--- src/rtl/serial_add_ctrl.sv ---
// Bit-serial adder: one full_adder cell stepped over WIDTH bit pairs, LSB first.
// Optional signed-overflow output enabled by defining SERIAL_ADD_OVF_EN.

module full_adder (
  input  logic a_i,
  input  logic b_i,
  input  logic c_i,
  output logic s_o,
  output logic c_o
);
  assign s_o = a_i ^ b_i ^ c_i;
  assign c_o = (a_i & b_i) | (c_i & (a_i ^ b_i));
endmodule

module serial_add_ctrl #(
  parameter int WIDTH = 8
) (
  input  logic             clk,
  input  logic             rst,
  input  logic             start,
  input  logic [WIDTH-1:0] a,
  input  logic [WIDTH-1:0] b,
  input  logic             cin,
  output logic             busy,
  output logic             done,
  output logic [WIDTH-1:0] sum,
  output logic             carry
`ifdef SERIAL_ADD_OVF_EN
  ,
  output logic             ovf
`endif
);

  localparam int            CW   = (WIDTH > 1) ? $clog2(WIDTH) : 1;
  localparam logic [CW-1:0] LAST = CW'(WIDTH - 1);

  typedef enum logic [1:0] {IDLE, RUN, DONE} state_e;

  state_e           state_q, state_d;
  logic [WIDTH-1:0] a_q, a_d, b_q, b_d;
  logic [WIDTH-1:0] res_q, res_d, sum_q, sum_d;
  logic [CW-1:0]    cnt_q, cnt_d;
  logic             cy_q, cy_d, carry_q, carry_d;
  logic             fa_s, fa_c;
`ifdef SERIAL_ADD_OVF_EN
  logic             ovf_q, ovf_d;
`endif

  full_adder u_fa (
    .a_i (a_q[0]),
    .b_i (b_q[0]),
    .c_i (cy_q),
    .s_o (fa_s),
    .c_o (fa_c)
  );

  // NOTE: every signal gets its hold value first so no path through the case infers a latch.
  always_comb begin
    state_d = state_q;
    a_d     = a_q;
    b_d     = b_q;
    res_d   = res_q;
    cnt_d   = cnt_q;
    cy_d    = cy_q;
    sum_d   = sum_q;
    carry_d = carry_q;
`ifdef SERIAL_ADD_OVF_EN
    ovf_d   = ovf_q;
`endif
    unique case (state_q)
      IDLE, DONE: begin
        state_d = IDLE;
        if (start) begin
          a_d     = a;
          b_d     = b;
          cy_d    = cin;
          cnt_d   = '0;
          state_d = RUN;
        end
      end
      RUN: begin
        // New sum bit enters at the MSB so the LSB-first result lands aligned after WIDTH steps.
        res_d = WIDTH'({fa_s, res_q} >> 1);
        a_d   = a_q >> 1;
        b_d   = b_q >> 1;
        cy_d  = fa_c;
        cnt_d = cnt_q + CW'(1);
        if (cnt_q == LAST) begin
          sum_d   = res_d;
          carry_d = fa_c;
`ifdef SERIAL_ADD_OVF_EN
          ovf_d   = cy_q ^ fa_c;
`endif
          state_d = DONE;
        end
      end
      default: state_d = IDLE;
    endcase
  end

  // NOTE: sequential state uses non-blocking assignments so all registers update from pre-edge values.
  always_ff @(posedge clk or posedge rst) begin
    if (rst) begin
      state_q <= IDLE;
      a_q     <= '0;
      b_q     <= '0;
      res_q   <= '0;
      cnt_q   <= '0;
      cy_q    <= 1'b0;
      sum_q   <= '0;
      carry_q <= 1'b0;
`ifdef SERIAL_ADD_OVF_EN
      ovf_q   <= 1'b0;
`endif
    end else begin
      state_q <= state_d;
      a_q     <= a_d;
      b_q     <= b_d;
      res_q   <= res_d;
      cnt_q   <= cnt_d;
      cy_q    <= cy_d;
      sum_q   <= sum_d;
      carry_q <= carry_d;
`ifdef SERIAL_ADD_OVF_EN
      ovf_q   <= ovf_d;
`endif
    end
  end

  assign busy  = (state_q == RUN);
  assign done  = (state_q == DONE);
  assign sum   = sum_q;
  assign carry = carry_q;
`ifdef SERIAL_ADD_OVF_EN
  assign ovf   = ovf_q;
`endif

endmodule

--- config.mk ---
export PLATFORM = sky130hd
export DESIGN_NAME = serial_add_ctrl
export DESIGN_NICKNAME = d
export VERILOG_FILES = /design/src/rtl/serial_add_ctrl.sv
export SDC_FILE = /design/constraint.sdc
export NUM_CORES = 1
export LEC_CHECK = 0
export CAP_MARGIN = 20
export CORE_MARGIN = 2
export CORE_UTILIZATION = 51
export DETAILED_ROUTE_END_ITERATION = 6
export HOLD_SLACK_MARGIN = 0.1
export PLACE_DENSITY = 0.81
export SLEW_MARGIN = 10
export SYNTH_ARGS = -nofsm -noshare
export SYNTH_HDL_FRONTEND = slang
export SYNTH_SLANG_ARGS = --single-unit
export TNS_END_PERCENT = 5
--- constraint.sdc ---
create_clock -name clk -period 1.8 [get_ports clk]
set_input_delay 0.36 -clock clk [delete_from_list [all_inputs] [get_ports clk]]
set_output_delay 0.36 -clock clk [all_outputs]
set_load 0.005 [all_outputs]
==> out/metrics.yaml, run 1 <==
io_pins: 31
portBuffers: 30
die_area_um2: 3660
critPathMaxStageDelay_ps: 390
fp-row-count: 20
instances_no_fill: 222
grt_pass1_vias: 1116
htreeDepth: 2
numClockSinks: 38
rsz0062_at_grt: "false"
clockPowerShare_pct: 12.6
final_nets: 202
crit_type: "flip-flop to primary output"
layout_setup_ws_ps: 213
clock_path_buffers: 2
cts_hold_buf: 0
globalRouteOverflowTotal: 0
synth.distinct_cells: 23
antennaDiodeCount: 0
fin_area_um2: 2030
setup_tns_ps: 0
synth_seq_area_share_pct: 58.5
setup_viol: 0
clkTransAtPathRegs_ps: 100
grt_usage_pct: 17.7
n_fill_cell: 254
antenna_found_initial: 0
drtPass1Iterations: 4
cp_num_buf_inv: 2
fin_crit_ps: 1590
cts-root-buf: "clkbuf_4"
critical_path.top_delay_family: "flip-flops"
ant_nets: 0
hold_class: "input port to asynchronous set/reset pin"
routed_wirelength_um: 2790
max_cap_violations: 0
syn2layout_area_growth_pct: 24.5
worst_pin_slew_ps: 469
core-area_um2: 3050
final-seq-area_um2: 952
end_kind: "primary output"
syn_nets: 167
cts_tree: "yes"
grt_max_degree: 39
syn-cell-area_um2: 1630
crit_path_top_delay_cell: "dfrtp_1"
remaining_drc_errors: 0
p_sw_share_pct: 35.7
combPwrFrac_pct: 43.0
wire_per_inst_um: 12.6
finalHoldViolations: 0
cp_max_fo: 3
synth_area_leader_cell: "dfrtp_1"
synth.top_cell.area_share_pct: 58.5
outcome: "completed"
power_density_nw_per_um2: 1670
grt_pass1_wl_um: 4660
ys_ff_latch: 38
worstSkewPairLatency_ps: 340
crit_chain: "buf_4 -> nor2b_1 -> dlygate4sd2_1"
synth_area_leaders: "dfrtp_1 58%, o22ai_1 5.8%, a21oi_2 5.4%"
cp.arrival_ps: 1230
gp_congestion: 0.717
avgViaCountPerCell: 4.97
drt-initial-drc-count: 54
pre_cts_ws_ps: 194
crit_cells: 3
worst_setup_path_start_kind: "flip-flop"
ir_worst_vdd_v: 0.000852
timing.hold.ws_ps: 421
worst_clock_skew_ps: 6.46
cts_buffers: 5
critPathRequiredTime_ps: 1440
slew_headroom_pct: 68.7
die_h_um: 60.5
multi_input_area_um2: 556
drive_above_1_share_pct: 18.0
p_total_mw: 3.39
place_area_um2: 1950
fin_util_pct: 66.4
start_util_pct: 53.3
r2r_start: "cnt_q[0]"
r2r_end: "sum[1]"
slew_violations: 0
syn_inst: 144
r2r_slack_ps: 350
num_vias: 1104
p_leak_nw: 0.964
crit_path_end: "done"
max_freq_mhz: 630
place_hpwl_um: 1950
dp.cells: 214
p_int_mw: 2.18
p_seq_share_pct: 44.4
die_w_um: 60.5
startpoint: "state_q[1]"
switchingPower_mw: 1.21
yosys_warnings: 0
min_period_over_period_pct: 88.1
avgSynthCellArea_um2: 11.3
r2r_cells: 4
power groups by stage:
stage	sequential [mW]	clock [mW]	combinational (mW)
floorplan	1.47	0	1.08
global placement	1.50	0	1.40
detailed placement	1.52	0	1.45
CTS	1.51	0.448	1.49
global route	1.56	0.485	1.63
finish	1.50	0.426	1.46
worst min path at each step:
stage / cells past startpoint / to / slack [ps] / startpoint
global route: 3 / sum[4] / 470 / rst
finish: 3 / res_q[3] / 420 / rst
floorplan: 2 / res_q[1] / 440 / res_q[1]
detailed placement: 2 / res_q[1] / 470 / res_q[1]
CTS: 3 / sum[2] / 430 / rst
global placement: 2 / res_q[1] / 460 / res_q[1]
layout make-up:
type                            instances  share of cell area (%)
Clock buffer                            6                    2.53
Timing Repair Buffer                   35                    16.6
Inverter                               19                    3.77
Multi-Input combinational cell         80                    27.4
Tap cell                               44                    2.72
Sequential cell                        38                    47.0
flip-flops by register name, indices dropped and copies added, names as in the netlist:
name and flops:
cnt_q 3, state_q 2, sum 8, b_q 8, cy_q 1, a_q 8, res_q 7, carry 1
synthesized netlist by cell type:
master    count
nand3_1       3
inv_6         1
fa_1          1
and2_4        1
nor2_1        1
o21ai_0       4
mux2_1        4
nand2b_1      2
mux2i_1       1
a21oi_1       5
inv_1        18
a21oi_2      10
dfrtp_1      38
nand2_4       1
buf_6         3
o22ai_1      15
nand2_1      21
clkbuf_1      2
ha_1          2
nor2b_1       1
a22o_1        2
buf_2         2
mux2_2        6
logic make-up (layout without fill, tap and decap cells):
kind of cell | Yosys count | count (layout) | synth area share, %
simple gates | 30 | 30 | 8.38
buf+inv | 26 | 60 | 7.85
flops | 38 | 38 | 58.5
mux | 11 | 11 | 7.54
compound gates | 36 | 36 | 15.0
fa+ha+maj | 3 | 3 | 2.77
what timing repair did:
action,4_1_cts,5_1_grt
setup buffers,2,0
endpoints found under the setup margin,1,0
gates resized for setup,5,0
hold endpoints to repair,0,0
worst min-delay path, cell delays in order:
cell	delay [ps]
clkdlybuf4s50_1	390
inv_1	50
buf_4	400
layout by cell type (no fill, tap or decap), types with 2 or more instances in the layout:
cell type	instances
dlygate4sd2_1	2
clkdlybuf4s50_1	28
inv_1	18
mux2_2	6
a22o_1	2
ha_1	2
a21oi_2	10
clkbuf_4	5
o21ai_0	4
a21oi_1	5
buf_4	5
mux2_1	4
o22ai_1	15
nand3_1	3
nand2_1	21
dfrtp_1	37
per-layer routing:
metal	GRT usage (%)	part of all wire, %	wire, um	up-vias
li1	-	-	-	546
met1	19.0	41	1150	525
met2	32.1	51	1430	28
met3	7.46	6.2	172	5
met4	4.66	1.3	37	0
met5	0	0	0	-
Power figures use the tool's default switching activity.
==> run 2: changes to the inputs <==
--- a/config.mk
+++ b/config.mk
@@ -11,6 +11,7 @@
 export DETAILED_ROUTE_END_ITERATION = 6
 export HOLD_SLACK_MARGIN = 0.1
 export PLACE_DENSITY = 0.81
+export SKIP_CTS_REPAIR_TIMING = 1
 export SLEW_MARGIN = 10
 export SYNTH_ARGS = -nofsm -noshare
 export SYNTH_HDL_FRONTEND = slang
==> run 2 against run 1 <==
  * Non-clock buffer count is 1 lower
  * Via count is 0.72% higher
  * Clock skew hardly changed
  * First-iteration DRC count is 19% lower
  * Critical path type unchanged
  * Fmax is 1.4% higher
  * Largest cell class unchanged
  * Clock power hardly changed
==> out/metrics.yaml, run 2 (synthesis gave the netlist of run 1 again) <==
outcome: "completed"
hold_class: "input port to asynchronous set/reset pin"
timing.hold.ws_ps: 420
drt-initial-drc-count: 44
slew_violations: 0
crit_chain: "clkdlybuf4s50_1"
fin_area_um2: 2020
final_nets: 201
place_hpwl_um: 1950
antennaDiodeCount: 0
fp-row-count: 20
end_kind: "primary output"
combPwrFrac_pct: 42.7
layout_common_cells: "38 x dfrtp_1, 28 x clkdlybuf4s50_1, 21 x nand2_1, 18 x inv_1, 15 x o22ai_1"
htreeDepth: 2
max_freq_mhz: 639
grt_pass1_wl_um: 4650
avgViaCountPerCell: 5.03
grt_pass1_vias: 1116
worst_pin_slew_ps: 473
cp_max_fo: 2
start_util_pct: 53.3
crit_type: "flip-flop to primary output"
antenna_found_initial: 0
die_w_um: 60.5
fin_crit_ps: 1560
instances_no_fill: 221
setup_viol: 0
min_period_over_period_pct: 86.9
worstSkewPairLatency_ps: 340
critical_path.top_delay_family: "buffers and inverters"
ir_worst_vdd_v: 0.000877
core-area_um2: 3050
portBuffers: 30
grt_max_degree: 39
drtPass1Iterations: 4
switchingPower_mw: 1.20
ant_nets: 0
p_seq_share_pct: 44.6
numClockSinks: 38
p_sw_share_pct: 35.7
p_int_mw: 2.16
grt_usage_pct: 17.7
globalRouteOverflowTotal: 0
power_density_nw_per_um2: 1660
gp_congestion: 0.717
cts-root-buf: "clkbuf_4"
cts_tree: "yes"
clock_path_buffers: 2
dp.cells: 214
worst_setup_path_start_kind: "flip-flop"
worst_clock_skew_ps: 6.59
p_leak_nw: 0.978
clkTransAtPathRegs_ps: 100
clockPowerShare_pct: 12.7
critPathRequiredTime_ps: 1440
crit_path_top_delay_cell: "clkdlybuf4s50_1"
rsz0062_at_grt: "false"
cts_buffers: 5
io_pins: 31
wire_per_inst_um: 12.6
die_h_um: 60.5
critPathMaxStageDelay_ps: 510
cp.arrival_ps: 1200
cp_num_buf_inv: 1
place_area_um2: 1950
remaining_drc_errors: 0
num_vias: 1112
fin_util_pct: 66.1
drive_above_1_share_pct: 16.9
syn2layout_area_growth_pct: 24.2
finalHoldViolations: 0
max_cap_violations: 0
mostFrequentLayoutCell: "dfrtp_1"
routed_wirelength_um: 2780
slew_headroom_pct: 68.4
die_area_um2: 3660
[run 2: layout make-up]
cell class                      instances  area (um^2)
Fill cell                             256         1030
Clock buffer                            6         51.3
Sequential cell                        38          951
Multi-Input combinational cell         80          551
Inverter                               19         76.3
Tap cell                               44         55.1
Timing Repair Buffer                   34          335
[run 2: power by group through the flow]
stage	Sequential, mW	Combinational (mW)	Clock (mW)
4_1_cts	1.50	1.46	0.448
5_1_grt	1.55	1.61	0.486
2_1_floorplan	1.47	1.08	0
6_report	1.50	1.43	0.426
3_3_place_gp	1.50	1.40	0
3_5_place_dp	1.52	1.45	0
[run 2: path summary, 6_finish.rpt]
check                           start  endpoint  slack, ps  cells past startpoint
max                            sum[4]    sum[4]        240                      1
min in group clk             res_q[1]  res_q[1]        490                      2
max reg2reg                state_q[0]    a_q[5]        340                      4
max in group asynchronous         rst    a_q[7]       1040                      3
min reg2reg                  res_q[1]  res_q[1]        490                      2
min                               rst  res_q[3]        420                      3
[run 2: layer usage]
metal | track usage (%) | wire, um | vias to the layer above
met5 | 0 | 0 | -
met4 | 4.66 | 37 | 0
met2 | 32.1 | 1420 | 34
met3 | 7.46 | 185 | 5
met1 | 18.9 | 1140 | 527
li1 | - | - | 546
[run 2: through the flow]
step | total power, mW | setup slack (ps) | TNS [ps]
6_report | 3.36 | 236 | 0
5_1_grt | 3.65 | 167 | 0
4_1_cts | 3.41 | -196 | -196
3_5_place_dp | 2.98 | 194 | 0
3_3_place_gp | 2.89 | 215 | 0
2_1_floorplan | 2.55 | 457 | 0
